`src/rtl/mips_pkg.sv`:
```
// mips_pkg
//
// Shared definitions for the MIPS datapath blocks.
//   ADDR_W               - width of every instruction address
//   DEFAULT_RESET_VECTOR - PC loaded while reset is asserted
//   DEFAULT_TRAP_VECTOR  - PC loaded when a misaligned redirect target is taken
//   pc_state_t           - fetch-stage sequencing state (BOOT, RUN)
//   is_misaligned()      - true when an address is not word aligned

package mips_pkg;

  localparam int ADDR_W = 32;

  localparam logic [ADDR_W-1:0] DEFAULT_RESET_VECTOR = 32'h0000_0000;
  localparam logic [ADDR_W-1:0] DEFAULT_TRAP_VECTOR  = 32'h0000_0080;

  typedef enum logic {
    BOOT = 1'b0,
    RUN  = 1'b1
  } pc_state_t;

  // Instructions are 32-bit words, so any target with low bits set cannot
  // be fetched and has to be turned into a trap instead.
  function automatic logic is_misaligned(input logic [ADDR_W-1:0] addr);
    return (addr[1:0] != 2'b00);
  endfunction

endpackage

```
`src/rtl/next_pc_sel.sv`:
```
// next_pc_sel
//
// Purely combinational next-PC selection for the fetch stage.
//
// Ports:
//   pc_plus4    in  - sequential next PC from the external AddFour block
//   br_taken    in  - branch redirect request
//   br_target   in  - branch target
//   jump        in  - jump / jr redirect request (beats br_taken)
//   jump_target in  - jump target
//   pend_v      in  - pending-redirect buffer holds a target
//   pend_tgt    in  - pending-redirect target
//   redir_req   out - a redirect is requested this cycle
//   redir_tgt   out - arbitrated same-cycle redirect target
//   next_pc     out - PC to load if the fetch advances this cycle
//   take_trap   out - selected redirect target is misaligned
//   bad_tgt     out - the misaligned target (meaningful when take_trap=1)

module next_pc_sel
  import mips_pkg::*;
#(
  parameter logic [ADDR_W-1:0] TRAP_VECTOR = DEFAULT_TRAP_VECTOR
) (
  input  logic [ADDR_W-1:0] pc_plus4,
  input  logic              br_taken,
  input  logic [ADDR_W-1:0] br_target,
  input  logic              jump,
  input  logic [ADDR_W-1:0] jump_target,
  input  logic              pend_v,
  input  logic [ADDR_W-1:0] pend_tgt,
  output logic              redir_req,
  output logic [ADDR_W-1:0] redir_tgt,
  output logic [ADDR_W-1:0] next_pc,
  output logic              take_trap,
  output logic [ADDR_W-1:0] bad_tgt
);

  logic              use_redirect;
  logic [ADDR_W-1:0] chosen_tgt;

  // Jump outranks branch when both fire together; the branch target is
  // simply dropped, not queued behind the jump.
  always_comb begin
    redir_req = jump || br_taken;
    redir_tgt = jump ? jump_target : br_target;
  end

  // Priority: same-cycle redirect, then the pending buffer, then the
  // sequential PC. Only the redirect sources are alignment-checked;
  // pc_plus4 is trusted as delivered by AddFour.
  always_comb begin
    use_redirect = 1'b0;
    chosen_tgt   = pc_plus4;
    next_pc      = pc_plus4;
    take_trap    = 1'b0;
    bad_tgt      = '0;

    if (redir_req) begin
      use_redirect = 1'b1;
      chosen_tgt   = redir_tgt;
    end else if (pend_v) begin
      use_redirect = 1'b1;
      chosen_tgt   = pend_tgt;
    end

    if (use_redirect) begin
      if (is_misaligned(chosen_tgt)) begin
        next_pc   = TRAP_VECTOR;
        take_trap = 1'b1;
        bad_tgt   = chosen_tgt;
      end else begin
        next_pc = chosen_tgt;
      end
    end
  end

endmodule

```
`src/rtl/pc_fetch_unit.sv`:
```
// pc_fetch_unit
//
// Program-counter stage of the single-cycle MIPS datapath. Holds the
// architectural PC, presents it to AddFour and to instruction memory, and
// picks the next PC from sequential, branch, jump or trap sources.
//
// Ports:
//   clk         in  - clock, all state updates on the rising edge
//   rst_n       in  - asynchronous active-low reset
//   pc          out - current PC (AddFour A input and imem address)
//   pc_plus4    in  - AddFour result, the sequential next PC
//   fetch_valid out - fetch request at pc is valid
//   fetch_ready in  - imem accepts the request
//   stall       in  - downstream hold, PC must not advance
//   br_taken    in  - branch redirect request
//   br_target   in  - branch target
//   jump        in  - jump / jr redirect request
//   jump_target in  - jump target
//   trap        out - one-cycle pulse after a misaligned target is taken
//   epc         out - offending target of the most recent trap

module pc_fetch_unit
  import mips_pkg::*;
#(
  parameter logic [ADDR_W-1:0] RESET_VECTOR = DEFAULT_RESET_VECTOR,
  parameter logic [ADDR_W-1:0] TRAP_VECTOR  = DEFAULT_TRAP_VECTOR
) (
  input  logic              clk,
  input  logic              rst_n,
  output logic [ADDR_W-1:0] pc,
  input  logic [ADDR_W-1:0] pc_plus4,
  output logic              fetch_valid,
  input  logic              fetch_ready,
  input  logic              stall,
  input  logic              br_taken,
  input  logic [ADDR_W-1:0] br_target,
  input  logic              jump,
  input  logic [ADDR_W-1:0] jump_target,
  output logic              trap,
  output logic [ADDR_W-1:0] epc
);

  pc_state_t         state;
  logic              advance;
  logic              pend_v;
  logic [ADDR_W-1:0] pend_tgt;
  logic              redir_req;
  logic [ADDR_W-1:0] redir_tgt;
  logic [ADDR_W-1:0] next_pc;
  logic              take_trap;
  logic [ADDR_W-1:0] bad_tgt;

  // The PC only moves when the stage is running, imem took the request
  // and nothing downstream is holding us.
  always_comb begin
    advance = (state == RUN) && fetch_ready && !stall;
  end

  next_pc_sel #(
    .TRAP_VECTOR (TRAP_VECTOR)
  ) u_next_pc_sel (
    .pc_plus4    (pc_plus4),
    .br_taken    (br_taken),
    .br_target   (br_target),
    .jump        (jump),
    .jump_target (jump_target),
    .pend_v      (pend_v),
    .pend_tgt    (pend_tgt),
    .redir_req   (redir_req),
    .redir_tgt   (redir_tgt),
    .next_pc     (next_pc),
    .take_trap   (take_trap),
    .bad_tgt     (bad_tgt)
  );

  // Sequencing: a single BOOT cycle after reset with no fetch request,
  // then RUN forever. fetch_valid is registered alongside the state so it
  // stays glitch-free and holds steady through stalls.
  always_ff @(posedge clk or negedge rst_n) begin
    if (!rst_n) begin
      state       <= BOOT;
      fetch_valid <= 1'b0;
    end else begin
      case (state)
        BOOT: begin
          state       <= RUN;
          fetch_valid <= 1'b1;
        end
        RUN: begin
          state       <= RUN;
          fetch_valid <= 1'b1;
        end
        default: begin
          state       <= BOOT;
          fetch_valid <= 1'b0;
        end
      endcase
    end
  end

  // Pending-redirect buffer. Any redirect that cannot be honoured this
  // cycle (BOOT, stall or imem not ready) is parked here, newest winning.
  // Every advance empties it: either the same-cycle redirect superseded
  // it, or it was the source of the new PC.
  always_ff @(posedge clk or negedge rst_n) begin
    if (!rst_n) begin
      pend_v   <= 1'b0;
      pend_tgt <= '0;
    end else if (advance) begin
      pend_v <= 1'b0;
    end else if (redir_req) begin
      pend_v   <= 1'b1;
      pend_tgt <= redir_tgt;
    end
  end

  // PC, trap pulse and EPC. trap is cleared every cycle it is not being
  // raised, which makes it a single-cycle pulse; epc keeps the last
  // offending target until the next trap overwrites it.
  always_ff @(posedge clk or negedge rst_n) begin
    if (!rst_n) begin
      pc   <= RESET_VECTOR;
      trap <= 1'b0;
      epc  <= '0;
    end else begin
      trap <= 1'b0;
      if (advance) begin
        pc <= next_pc;
        if (take_trap) begin
          trap <= 1'b1;
          epc  <= bad_tgt;
        end
      end
    end
  end

endmodule

```
`config.mk`:
```
export PLATFORM = sky130hd
export DESIGN_NAME = pc_fetch_unit
export DESIGN_NICKNAME = d
export VERILOG_FILES = /design/src/rtl/mips_pkg.sv /design/src/rtl/next_pc_sel.sv /design/src/rtl/pc_fetch_unit.sv
export SDC_FILE = /design/constraint.sdc
export NUM_CORES = 1
export LEC_CHECK = 0
export CAP_MARGIN = 10
export CORE_ASPECT_RATIO = 0.7
export CORE_MARGIN = 2
export CORE_UTILIZATION = 46
export DETAILED_ROUTE_END_ITERATION = 7
export GPL_TIMING_DRIVEN = 0
export HOLD_SLACK_MARGIN = 0.05
export MAX_ROUTING_LAYER = met4
export PLACE_DENSITY = 0.81
export SYNTH_ARGS = -nofsm -noshare
export SYNTH_HDL_FRONTEND = slang
export SYNTH_SLANG_ARGS = --single-unit
```
`constraint.sdc`:
```
create_clock -name clk -period 1.63 [get_ports clk]
set_input_delay 0.489 -clock clk [delete_from_list [all_inputs] [get_ports clk]]
set_output_delay 0.489 -clock clk [all_outputs]
set_load 0.03 [all_outputs]
```
Word level (Yosys, flattened, before mapping)
Index checks and enable logic that the tools add are counted.
- register bits: 99
- input port bits: 102
- multiplexer cells: 15
- bitwise logic cells: 1
- reductions and logical operators: 8
- operators with widths (kind ; count):
    2-to-1 mux 32 bit ; 7
    2-to-1 mux 1 bit ; 8
    AND reduction 2 bit ; 2
    nonzero test 2 bit ; 2
    logical AND 1 bit ; 2
    logical NOT 1 bit ; 1
    logical OR 1 bit ; 1
    NOT 1 bit ; 1

Depth between registers and ports, before layout
Gate-level depths: netlist (run 1).
- depth in word-level cells: 7
- mapped depth: 7
- mapped depth without buffers: 5

By module
From an unflattened synthesis (run 1), not the netlist that was laid out.
- cell total of the unflattened synthesis: 637
- area, all modules: 6308.6 µm²
- by module, submodules not included (module ; instances ; cells an instance ; area an instance (µm²) ; seq. area each (µm²)):
    pc_fetch_unit ; 1 ; 325 ; 4299.1 ; 2477.4
    next_pc_sel ; 1 ; 312 ; 2009.4 ; 0.0

Least setup slack after synthesis (run 1)
No wires, ideal clock.
- path type: in2reg
- start: input stall
- end: register pc[7]
- data arrival time: 1.491 ns
- data required time: 1.471 ns
- setup slack: -0.021 ns
- cell stages on the path: 4
- buffers on the path: 1
- cells stage by stage: nand3b_1 -> buf_2 -> nor3_1 -> a211oi_1
- cells in the longest elaborated chain, start to end: 2
- RTL lines (element ; RTL line ; RTL):
    start, declared ; pc_fetch_unit.sv:34 ; input logic stall,
    logical NOT 1 bit ; pc_fetch_unit.sv:56 ; advance = (state == RUN) && fetch_ready && !stall;
    logical AND 1 bit ; pc_fetch_unit.sv:56 ;
    end signal, assigned ; pc_fetch_unit.sv:128 ; pc <= next_pc;
    end, declared ; pc_fetch_unit.sv:30 ; output logic [ADDR_W-1:0] pc,
Every way passes these cells.
A chain may end at the register's enable or synchronous reset.

Final worst setup path (run 1)
- start: register pend_tgt[0]
- end: register pc[15]
- cells in the longest elaborated chain, start to end: 5
- RTL lines (element ; RTL line ; RTL):
    start, declared ; pc_fetch_unit.sv:46 ; logic [ADDR_W-1:0] pend_tgt;
    start signal, assigned ; pc_fetch_unit.sv:113 ; pend_tgt <= redir_tgt;
    2-to-1 mux 32 bit ; next_pc_sel.sv:61 ; end else if (pend_v) begin
    2-to-1 mux 32 bit ; next_pc_sel.sv:58 ; if (redir_req) begin
    nonzero test 2 bit ; mips_pkg.sv:25 ; return (addr[1:0] != 2'b00);
    2-to-1 mux 32 bit ; next_pc_sel.sv:67 ; if (is_misaligned(chosen_tgt)) begin
    2-to-1 mux 32 bit ; next_pc_sel.sv:66 ; if (use_redirect) begin
Every way passes these cells.

==> results of run 1 <==
==> worst reg2reg max path, delay by kind of cell, from the launching register on <==
| family | cells | cell delay [ns] |
|---|---|---|
| AO/OA/AOI/OAI | 2 | 0.31 |
| buffers and inverters | 1 | 0.18 |
| flip-flops | 1 | 0.41 |
| AND/OR/NAND/NOR | 2 | 0.67 |
==> kinds of logic after synthesis <==
| logic type | count (synthesis) | synth area share |
|---|---|---|
| AO/OA/AOI/OAI | 159 | 0.205 |
| flip-flops | 99 | 0.503 |
| AND/OR/NAND/NOR | 89 | 0.0856 |
| buffers and inverters | 70 | 0.0645 |
| multiplexers | 69 | 0.141 |
| other | 1 | 0.000761 |
==> flip-flops by register name, indices dropped and copies added (netlist names) <==
register and count:
state 1, pc 32, pend_v 1, trap 1
pend_tgt 32, epc 32
==> path summary, 6_finish.rpt <==
| kind | startpoint | to | slack [ns] | cells past startpoint |
|---|---|---|---|---|
| max in group asynchronous | rst_n | pc[8]$_DFFE_PN0P_ | 0.76 | 2 |
| hold / removal | rst_n | epc[2]$_DFFE_PN0P_ | 0.18 | 1 |
| min in group clk | pend_tgt[22]$_DFFE_PN0P_ | pend_tgt[22]$_DFFE_PN0P_ | 0.48 | 2 |
| hold reg to reg | pend_tgt[22]$_DFFE_PN0P_ | pend_tgt[22]$_DFFE_PN0P_ | 0.48 | 2 |
| setup reg to reg | pend_tgt[0]$_DFFE_PN0P_ | pc[15]$_DFFE_PN0P_ | -0.02 | 5 |
| setup / recovery | pend_tgt[0]$_DFFE_PN0P_ | pc[15]$_DFFE_PN0P_ | -0.02 | 5 |
==> where the power goes <==
| part | leakage [nW] | internal [W] | switching (W) |
|---|---|---|---|
| clock | 0.159 | 0.00143 | 0.000932 |
| combinational | 2.09 | 0.00105 | 0.00155 |
| sequential | 1.21 | 0.00291 | 0.000266 |
| total | 3.46 | 0.00539 | 0.00275 |
==> routing by layer <==
metal / routed length (um) / up-vias
met5: 0 / -
met4: 264 / 0
met3: 1490 / 24
met2: 7850 / 248
met1: 7030 / 2346
li1: - / 2116
==> layout make-up <==
type,instances,area share
repair buffers,185,0.244
clock buffers,12,0.0344
plain buffers,36,0.0404
flip-flops and latches,99,0.332
inverters,34,0.0171
multi-input cells,318,0.301
clock inverters,4,0.00972
well taps,132,0.0221
==> per-stage QoR <==
step           std cells  total power, W  cell area [um^2]
2_1_floorplan        487         0.00463              4930
3_3_place_gp         786         0.00586              6770
3_5_place_dp         787         0.00595              6790
4_1_cts              816         0.00812              7350
5_1_grt              820         0.00850              7470
6_report             820         0.00814              7470
==> cell usage after synthesis (all sizes together) <==
| cell | instances |
|---|---|
| o22ai | 20 |
| nand3b | 2 |
| nand2b | 1 |
| nor2b | 7 |
| mux2i | 65 |
| o21a | 20 |
| o21ai | 67 |
| nor3b | 7 |
| inv | 34 |
| nand2 | 61 |
| conb | 1 |
| and3b | 1 |
| nor2 | 5 |
| clkbuf | 15 |
| a21o | 8 |
| a22oi | 22 |
| a21boi | 2 |
| a21oi | 2 |
| a22o | 9 |
| mux2 | 4 |
| a211oi | 1 |
| and2 | 1 |
| buf | 21 |
| or3 | 2 |
| nor3 | 2 |
| a221oi | 1 |
| o31ai | 7 |
| dfrtp | 99 |
==> repair_timing <==
| item | CTS | global route |
|---|---|---|
| hold endpoints to repair | 0 | 0 |
| setup buffers | 10 | 4 |
| pin swaps | 4 | 5 |
| gates resized for setup | 137 | 70 |
| endpoints found under the setup margin | 164 | 118 |
| gates cloned | 3 | 0 |
==> summary.txt, run 1 <==
Worst setup path
  – Crit-path leading delay family: simple AND/OR/NAND/NOR gates
  – CP Class: flip-flop to flip-flop
  – Worst stage delay on the critical path: between 0.4 and 0.5 ns
  – CP max FO: 10
  – CP Data Required Time: ~1.9 ns
  – CP max-delay cell: or3_4
  – Startpoint Class: flip-flop
  – CP Buf/Inv Count: 1
  – Critical-path cell list: nor2_1 -> a21boi_2 -> or3_4 -> buf_6 -> o21ai_0
  – Crit end category: flip-flop
  – WP data arrival: ~1.9 ns

Finish
  – P&R area growth vs syn: 51.6%
  – Layout cells sized above 1: 0.153
  – Antenna diodes: 0
  – Final core occ: 0.718
  – Most frequent cells in the layout: dfrtp_1 (98), clkdlybuf4s50_1 (92), mux2i_1 (65)
  – Most common cell after layout, fill and taps aside: dfrtp_1
  – Filler cell count: 769
  – Final net count: approximately 800
  – Multi-input gate area: about 0.0022 mm^2
  – FF/Latch Area: between 0.002 and 0.0025 mm^2

Global route
  – GRT met2 Usage: 0.465
  – Vias in the first global route: 4,905
  – Total GRT Usage: 0.302
  – Met1 usage: 0.395
  – Initial antenna violation count: 0
  – Gr ovfl total: 0
  – First-pass GRT wire length: ~26,000 um
  – Pin count of the biggest net entering global routing: 52
  – GR peak layer: met2
  – Met3 usage: 0.0776

Floorplanning
  – Row count: 31
  – Die H: approximately 91 um
  – Die Wd: between 100 and 150 um
  – Full die area: around 0.012 mm^2
  – Core area: 0.0104 mm^2
  – Initial Util: 0.474
  – # IOs: 168

STA
  – Slew @ Worst Pin: 0.671 ns
  – Unrepaired setup endpoints after global routing: yes
  – Fin. Hold Viols: 0
  – Final hold slack: ~0.18 ns
  – Final worst slack: -0.0230 ns
  – Fmax: about 0.60 GHz
  – Minimum clock period: between 1.5 and 2 ns
  – Slew Limit Fails: 0
  – Final setup fails: 6
  – Layout Skew: roughly 0.0059 ns
  – Tcrit/Tclk final: 1.01
  – Slew HR: 0.553
  – Sum Neg Setup Slack: -0.0795 ns

Clock tree
  – Clock latency on the worst-skew pair: 0.35 ns
  – CTS Sinks: 99
  – Hold buffers post-CTS: 0
  – Clock-pin slew on the worst setup and hold paths: approximately 0.07 ns
  – Num CTS Buffers: 9
  – H-tree levels: 3
  – Clock root cell: clkbuf_16
  – Longest Clk Path Bufs: 2
  – TritonCTS clock tree: yes

Run status
  – Failing checks: setup timing
  – Outcome: complete, but fails checks

Power and ir drop
  – Power Dens Cells: roughly 1100 mW/mm^2
  – Leak: ~3.5 nW
  – VDD IR max: a little over 0.0006 V

Place
  – Port Buffers: 167
  – Detail Placement HPWL: 11,400 um
  – Dpl ws: -1.06 ns
  – Gpl congestion: roughly 0.84

Logic synthesis
  – #FFs+latches synth: 99
  – Ranking of synthesized cells by area: dfrtp_1 (50%), mux2i_1 (13%), o21ai_0 (6.1%)
  – Synth Net Count: around 590
  – Post-synthesis sequential area ratio: 0.503
  – Area share of the largest cell type after synthesis: 0.503
  – Mapped cell area: 0.00492 mm^2
  – Mean Syn Cell Area: 10.1 um^2
  – Mapped Cells: around 490
  – Cell taking the most area after synthesis: dfrtp_1
  – Cell variety after synth: 36
  – Yosys Warn Count: 0

Drt
  – Detailed Route Iter0 Violations: 378
  – Aggregate routed wire length: ~17,000 um
  – Vias: about 4.7k
  – Post-route ant nets: 0
  – DR DRC count: 0
  – Vias per inst: 5.77
  – Drt wl/cell: between 20 and 25 um
  – Pre-antenna DRT Iters: 7

Run
  – Max cap viols: 0

Hold path
  – Worst min path class: input pin to asynchronous set/reset pin
No activity file was read; power rests on OpenSTA's default activity.
==> inputs of run 2 (changes only) <==
GPL_ROUTABILITY_DRIVEN = 0   (was unset)
==> results of run 2 <==
Same layout as run 1: the final DEF is identical, and so are final timing and power.
